--- src/rtl/ac_logic_unit_if.sv ---
// Request/status bundle between the control unit and the AC logic unit.
// Signal names follow the datapath's register-transfer names.
interface ac_logic_unit_if #(
  parameter int WIDTH = 16
);
  logic             OP_VALID;
  logic [2:0]       OP;
  logic             CLR_AC;
  logic [WIDTH-1:0] DR;
  logic             E;
  logic             CLR_OVF;
  logic [WIDTH-1:0] AC;
  logic [1:0]       CNTRL_E;
  logic             AC_ZERO;
  logic             AC_SIGN;
  logic             DONE;
  logic             OVF;

  modport master (
    output OP_VALID, OP, CLR_AC, DR, E, CLR_OVF,
    input  AC, CNTRL_E, AC_ZERO, AC_SIGN, DONE, OVF
  );

  modport slave (
    input  OP_VALID, OP, CLR_AC, DR, E, CLR_OVF,
    output AC, CNTRL_E, AC_ZERO, AC_SIGN, DONE, OVF
  );
endinterface

--- src/rtl/ac_logic_unit.sv ---
// Accumulator plus adder/logic unit; one AC micro-op per accepted request.
// Optional sticky signed-overflow flag enabled by defining AC_OVF_FLAG_EN.
module ac_logic_unit #(
  parameter int WIDTH = 16
) (
  input  logic          clk,
  input  logic          rst,
  ac_logic_unit_if.slave bus
);

  typedef enum logic [2:0] {
    OP_NOP = 3'b000,
    OP_AND = 3'b001,
    OP_ADD = 3'b010,
    OP_LDA = 3'b011,
    OP_CMA = 3'b100,
    OP_CIR = 3'b101,
    OP_CIL = 3'b110,
    OP_INC = 3'b111
  } op_e;

  typedef enum logic [1:0] {
    E_HOLD  = 2'b00,
    E_CLEAR = 2'b01,
    E_SET   = 2'b10
  } e_ctrl_e;

  localparam logic [WIDTH-1:0] MAX_POS = {1'b0, {(WIDTH-1){1'b1}}};

  logic [WIDTH-1:0] ac_q;
  logic [WIDTH-1:0] ac_next;
  logic             done_q;
  logic             done_next;
  logic             ovf_set;
  logic [WIDTH:0]   sum;
  e_ctrl_e          e_ctrl;
  op_e              op;

  assign op  = op_e'(bus.OP);
  assign sum = {1'b0, ac_q} + {1'b0, bus.DR};

  always_comb begin
    // NOTE: every output of this block gets a default first so no path leaves it unassigned (no latches).
    ac_next   = ac_q;
    done_next = 1'b0;
    e_ctrl    = E_HOLD;
    ovf_set   = 1'b0;
    if (rst) begin
      ac_next = '0;
    end else if (bus.CLR_AC) begin
      ac_next   = '0;
      done_next = 1'b1;
    end else if (bus.OP_VALID) begin
      done_next = 1'b1;
      unique case (op)
        OP_NOP: ac_next = ac_q;
        OP_AND: ac_next = ac_q & bus.DR;
        OP_ADD: begin
          ac_next = sum[WIDTH-1:0];
          e_ctrl  = sum[WIDTH] ? E_SET : E_CLEAR;
          ovf_set = (ac_q[WIDTH-1] == bus.DR[WIDTH-1]) &&
                    (sum[WIDTH-1] != ac_q[WIDTH-1]);
        end
        OP_LDA: ac_next = bus.DR;
        OP_CMA: ac_next = ~ac_q;
        OP_CIR: begin
          ac_next = {bus.E, ac_q[WIDTH-1:1]};
          e_ctrl  = ac_q[0] ? E_SET : E_CLEAR;
        end
        OP_CIL: begin
          ac_next = {ac_q[WIDTH-2:0], bus.E};
          e_ctrl  = ac_q[WIDTH-1] ? E_SET : E_CLEAR;
        end
        OP_INC: begin
          ac_next = ac_q + 1'b1;
          ovf_set = (ac_q == MAX_POS);
        end
        default: ac_next = ac_q;
      endcase
    end
  end

  always_ff @(posedge clk) begin
    // NOTE: sequential state uses non-blocking assignments so all registers see pre-edge values.
    if (rst) begin
      ac_q   <= '0;
      done_q <= 1'b0;
    end else begin
      ac_q   <= ac_next;
      done_q <= done_next;
    end
  end

`ifdef AC_OVF_FLAG_EN
  logic ovf_q;

  // A new overflow in the same cycle as CLR_OVF wins over the clear.
  always_ff @(posedge clk) begin
    if (rst)              ovf_q <= 1'b0;
    else if (ovf_set)     ovf_q <= 1'b1;
    else if (bus.CLR_OVF) ovf_q <= 1'b0;
  end

  assign bus.OVF = ovf_q;
`else
  logic unused_ovf;
  assign unused_ovf = bus.CLR_OVF ^ ovf_set;
  assign bus.OVF    = 1'b0;
`endif

  assign bus.AC      = ac_q;
  assign bus.CNTRL_E = e_ctrl;
  assign bus.AC_ZERO = (ac_q == '0);
  assign bus.AC_SIGN = ac_q[WIDTH-1];
  assign bus.DONE    = done_q;

endmodule

--- src/flat_wrapper.sv ---
// flat-port wrapper written by rule: the top's interface ports become plain ports
module ac_logic_unit_flat 
#(
  parameter int WIDTH = 16
)
  (clk, rst, bus_OP_VALID, bus_OP, bus_CLR_AC, bus_DR, bus_E, bus_CLR_OVF, bus_AC, bus_CNTRL_E, bus_AC_ZERO, bus_AC_SIGN, bus_DONE, bus_OVF);
  ac_logic_unit_if #(.WIDTH(WIDTH)) bus_i ();
  input  logic clk;
  input  logic rst;
  input wire logic [$bits(bus_i.OP_VALID)-1:0] bus_OP_VALID;
  input wire logic [$bits(bus_i.OP)-1:0] bus_OP;
  input wire logic [$bits(bus_i.CLR_AC)-1:0] bus_CLR_AC;
  input wire logic [$bits(bus_i.DR)-1:0] bus_DR;
  input wire logic [$bits(bus_i.E)-1:0] bus_E;
  input wire logic [$bits(bus_i.CLR_OVF)-1:0] bus_CLR_OVF;
  output wire logic [$bits(bus_i.AC)-1:0] bus_AC;
  output wire logic [$bits(bus_i.CNTRL_E)-1:0] bus_CNTRL_E;
  output wire logic [$bits(bus_i.AC_ZERO)-1:0] bus_AC_ZERO;
  output wire logic [$bits(bus_i.AC_SIGN)-1:0] bus_AC_SIGN;
  output wire logic [$bits(bus_i.DONE)-1:0] bus_DONE;
  output wire logic [$bits(bus_i.OVF)-1:0] bus_OVF;
  assign bus_i.OP_VALID = bus_OP_VALID;
  assign bus_i.OP = bus_OP;
  assign bus_i.CLR_AC = bus_CLR_AC;
  assign bus_i.DR = bus_DR;
  assign bus_i.E = bus_E;
  assign bus_i.CLR_OVF = bus_CLR_OVF;
  assign bus_AC = bus_i.AC;
  assign bus_CNTRL_E = bus_i.CNTRL_E;
  assign bus_AC_ZERO = bus_i.AC_ZERO;
  assign bus_AC_SIGN = bus_i.AC_SIGN;
  assign bus_DONE = bus_i.DONE;
  assign bus_OVF = bus_i.OVF;
  ac_logic_unit #(.WIDTH(WIDTH)) u_core (.clk(clk), .rst(rst), .bus(bus_i));
endmodule
--- config.mk ---
export PLATFORM = sky130hd
export DESIGN_NAME = ac_logic_unit_flat
export DESIGN_NICKNAME = d
export VERILOG_FILES = /design/src/rtl/ac_logic_unit_if.sv /design/src/rtl/ac_logic_unit.sv /design/src/flat_wrapper.sv
export SDC_FILE = /design/constraint.sdc
export NUM_CORES = 1
export LEC_CHECK = 0
export CORE_ASPECT_RATIO = 0.8
export CORE_UTILIZATION = 50
export CTS_CLUSTER_SIZE = 28
export DETAILED_ROUTE_END_ITERATION = 12
export PLACE_DENSITY = 0.76
export REMOVE_ABC_BUFFERS = 1
export SYNTH_ARGS = -nofsm -noshare
export SYNTH_HDL_FRONTEND = slang
export SYNTH_SLANG_ARGS = --single-unit
export TNS_END_PERCENT = 100
--- constraint.sdc ---
create_clock -name clk -period 2.6 [get_ports clk]
set_input_delay 0.39 -clock clk [delete_from_list [all_inputs] [get_ports clk]]
set_output_delay 0.39 -clock clk [all_outputs]
set_load 0.01 [all_outputs]
# Word level (Yosys, flattened, before mapping)
# Cells that the tools add are included.
# classes
shifts	0
n_div	0
multipliers	0
n_eq_ne	7
bitwise	3
n_lt_le_gt_ge	0
n_mux	10
reduce_logical	4
add_sub_neg	2
# op_table
cell	count
one-hot mux 16 bit (7 select lines)	1
adder 16 x 16 -> 17 bit	1
adder 16 x 1 -> 16 bit, second input constant	1
bitwise AND 16 bit	1
logical NOT 16 bit	1
inverter 16 bit	1
equality test 3 bit, second input constant	4
two-way mux 2 bit	6
equality test 3 x 2 -> 1 bit, second input constant	2
one-hot mux 2 bit (3 select lines)	1
equality test 3 x 1 -> 1 bit, second input constant	1
logical NOT 3 bit	1
two-way mux 1 bit	2
AND reduction 2 bit	1
OR reduction 2 bit	1
inverter 1 bit	1
# word_totals
n_memories	0
output_inout_bits	22
word_cells	28
mem_bits_rw	0
regBits	17
rom_bits	0
latchBits	0
input_bits	25

# Longest topological paths before layout
# depth
depth_word	6
mapped_depth	9
ltp_nobuf	8

# Worst setup path before layout
# Ideal clock, no wire load.
# synth_path
kind	flip-flop to output port
start	register u_core.ac_q[0] (netlist: u_core.bus.AC[0])
end	output port bus_CNTRL_E[1]
slack_ns	-0.112
path_stages_with_launch	9
n_path_buf	0
arrival_ns	2.322
required_time_ns	2.210
path_cell_list	dfxtp_1 -> ha_1 -> fa_1 -> nand3_1 -> a2111o_1 -> a211oi_2 -> nor2_1 -> o211a_1 -> a211oi_1
# synth_via
elab_chain_cells	6
word_cells_on_any_way	7
cone_classes	add/sub: 1; mux: 6
# synth_rtl
element	line	rtl
start, declared	ac_logic_unit.sv:30	logic [WIDTH-1:0] ac_q;
start signal, assigned	ac_logic_unit.sv:89	ac_q <= ac_next;
adder 16 x 16 -> 17 bit	ac_logic_unit.sv:40	assign sum = {1'b0, ac_q} + {1'b0, bus.DR};
two-way mux 2 bit	ac_logic_unit.sv:60	e_ctrl = sum[WIDTH] ? E_SET : E_CLEAR;
one-hot mux 2 bit (3 select lines) (*)	ac_logic_unit.sv:55	unique case (op)
two-way mux 2 bit (*)	ac_logic_unit.sv:53	end else if (bus.OP_VALID) begin
two-way mux 2 bit (*)	ac_logic_unit.sv:50	end else if (bus.CLR_AC) begin
two-way mux 2 bit (*)	ac_logic_unit.sv:48	if (rst) begin
end, declared	flat_wrapper.sv:17	output wire logic [$bits(bus_i.CNTRL_E)-1:0] bus_CNTRL_E;
# Every way passes the cells marked *; elsewhere a longest branch is shown, timed or not.

# Worst setup path in the final report
# layout_path
start	register u_core.ac_q[0] (netlist: u_core.bus.AC[0])
end	output port bus_CNTRL_E[0]
# The elaborated chain is that of the path after synthesis.

==> results.md <==
* Fill cells at 410
* Clk sinks at 17
* Number of warnings issued by yosys at 0
* CTS clk-pin slew, worst paths at approximately 0.080 ns
* Slew margin rel. at 47.0%
* Fin crit share at 107%
* CP Data Arrival Time at 2.39 ns
* Final Max Slew Viols at 0
* Non-Filler Instances at ~600
* Status: finished, violations left
* Async SR Flop Fraction at 0%
* First-pass GRT wire length at 17200 um
* Fmax at 359 MHz
* Final WL at 10900 um
* Worst vdd ir at 0.175 mV
* Seq/Total Area, Yosys at 12.1%
* Reg2Reg Depth at 10
* Post-synthesis area per instance at 6.82 um^2
* Final Total Pwr at 1.08 mW
* Mapped Cells at 411
* Final setup fails at 2
* Core box area at 5210 um^2
* Worst-skew pair later-pin latency at 0.26 ns
* Netlist cell types at 71
* DR vias at 3864
* Final hold viol count at 0
* WS Path Type: register to primary output
* Max Cap Viol at 0
* # diodes at 0
* H-tree levels at 1
* Leak Pwr at 1.71 nW
* CP startpoint kind: register
* Final core utilization at 79.5%
* Final worst-path setup slack at -0.184 ns
* Drt first-iter violations at 478
* Area growth from synthesis to layout at 47.7%
* Critical Path, Cell by Cell: ha_4 -> fa_2 -> nand3_2 -> a2111o_1 -> a211oi_2 -> nor2_2 -> buf_4 -> o211ai_1 -> a21oi_1 -> buf_2
* CTS buffer count at 3
* Setup_tns at -0.338 ns
* Maximum fanout along the worst path at 2
* Vias in the first global route at around 3600
* Post-layout net count at 580
* DR pass1 iterations at 6
* Skew final at approximately 0.0050 ns
* Post-DP HPWL at 8270 um
* Initial antenna violation count at 0
* Clock buffer depth at 2
* Worst Max-Slew Pin Slew at around 0.79 ns
* Failing checks: setup timing
* Min Tclk post-route at ~2.8 ns
* Worst setup EP type: primary output
* Tot GR Track Use at a little under two fifths
* WP data required at 2.21 ns
* Die X at 85.7 um
* Hold Path Class: register to register
* Clock Tree Root: clkbuf_8
* GP Congestion at 0.962
* Hold buffers post-CTS at 0
* Critical Path Max Stage Delay at roughly 0.43 ns
* Post-synth EDFFs at 0
* ANT nets after route at 0
* R2R setup slack at 0.14 ns
* Avg WL per Cell at ~18 um
* CTS tree: yes
* Hold path depth at 3
* Synth Cell Area at 2800 um^2
* DIE HEIGHT at between 60 and 70 um
* CP max-delay cell: a2111o_1
* Initial Util at 53.8%
* Layout cell share with drive strength beyond 1 at a little over a quarter
* Seq cells post-synth at 17
* Drt drc at 0
* Power Density at 261 nW/um^2
* Post-Place Setup Slack at -1.03 ns
* Grt ovf at 0
* Ports at 47
* Placed insts at roughly 600
* Buffers on Ports at 44
* DIE AREA at 5910 um^2
* Top FF cell, synth: dfxtp_1
* Unrepaired setup endpoints after global routing: yes
* Pin count of the biggest net entering global routing at 31
* DR vias/cell at 6.33
* Row cnt at 23
synth_stat cells (14+ instances only):
master	n	area [um^2]
nor2_1	39	146
a21oi_1	33	165
nand2_1	31	116
nor3_1	23	115
o21ai_0	21	105
buf_2	19	95.1
ha_1	18	225
dfxtp_1	17	340
nand3_1	17	85.1
clkbuf_1	16	60.1
inv_1	14	52.6
xnor2_1	14	123
placed cells by master, fill, tap and decap left out, types with 3 or more instances in the layout:
cell               n
mux2i_1            4
o221ai_1           3
o21ai_1            4
nor2b_1            6
a221oi_1           6
clkbuf_8           3
xnor2_1           14
xor2_1             3
o22ai_1            5
ha_4               5
dlygate4sd2_1      7
o211ai_1          10
nand3_1           16
a31oi_1            5
a211oi_1           6
nor2_1            38
nand2b_1           4
o2111ai_1          3
o21a_1             6
nand4_1            6
a21o_1             3
o21ai_0           21
dfxtp_1           16
buf_4            114
a22o_1             4
nor4_1             7
nand2_1           29
inv_1             14
o41ai_1            3
clkdlybuf4s50_1   33
ha_1              13
a22oi_1            5
a21oi_1           32
a221o_1            3
nor3_1            23
sequential cells by signal, indices dropped and copies added (netlist names):
signal,count
u_core.bus.DONE,1
u_core.bus.AC,16
worst max-delay path: cells and delay by family (launching register included):
kind / cells / cell delay (ns)
AO/OA/AOI/OAI: 4 / 0.91
adder cells (fa/ha/maj): 2 / 0.37
buffers and inverters: 2 / 0.30
flip-flops: 1 / 0.35
AND/OR/NAND/NOR: 2 / 0.21
stage by stage:
stage	hold slack (ns)	instance area, um^2
after floorplan	0.462	2630
after global placement	0.638	3940
after detailed placement	0.652	3940
after CTS	0.662	4080
after global routing	0.699	4140
final	0.662	4140
power by group:
part	leakage [nW]	total (mW)	switching (mW)	internal, mW
Combinational	1.55	0.582	0.301	0.281
Sequential	0.139	0.279	0.00782	0.272
Clock	0.0228	0.221	0.112	0.109
layer usage:
layer / vias to the layer above / GRT usage, % / wire length, um
met5: - / 0 / 0
met4: 0 / 13.8 / 279
met3: 33 / 7.50 / 1200
met2: 256 / 63.1 / 4890
met1: 1766 / 48.7 / 4530
li1: 1809 / - / -
cell families after synthesis:
logic type | share of synthesized area, %
and+or+nand+nor | 27.2
AOI/OAI and AO/OA | 36.5
buffers and inverters | 8.48
adders and majority gates | 8.75
xor gates and xnor gates | 5.31
DFF | 12.1
muxes | 1.43
other | 0.134
timing repair:
action | CTS | global route
gates resized for setup | 30 | 4
endpoints found under the setup margin | 4 | 5
buffers inserted | 6 | 4
pin swaps | 13 | 5
final timing paths:
path                                                      from                             end
worst max register to register   u_core.bus.AC[0]$_SDFFE_PP0P_  u_core.bus.AC[14]$_SDFFE_PP0P_
worst min-delay path            u_core.bus.AC[13]$_SDFFE_PP0P_  u_core.bus.AC[13]$_SDFFE_PP0P_
worst min register to register  u_core.bus.AC[13]$_SDFFE_PP0P_  u_core.bus.AC[13]$_SDFFE_PP0P_
worst max-delay path             u_core.bus.AC[0]$_SDFFE_PP0P_                  bus_CNTRL_E[0]
area by class of cell:
| type | instances | area, um^2 | share of cell area, % |
|---|---|---|---|
| Tap cell | 75 | 93.8 | 2.27 |
| Timing Repair Buffer | 158 | 1280 | 31.0 |
| Multi-Input combinational cell | 340 | 2320 | 56.0 |
| Clock buffer | 4 | 45.0 | 1.09 |
| Sequential cell | 17 | 342 | 8.25 |
| Inverter | 16 | 60.1 | 1.45 |
No activity file was read; power rests on OpenSTA's default activity.
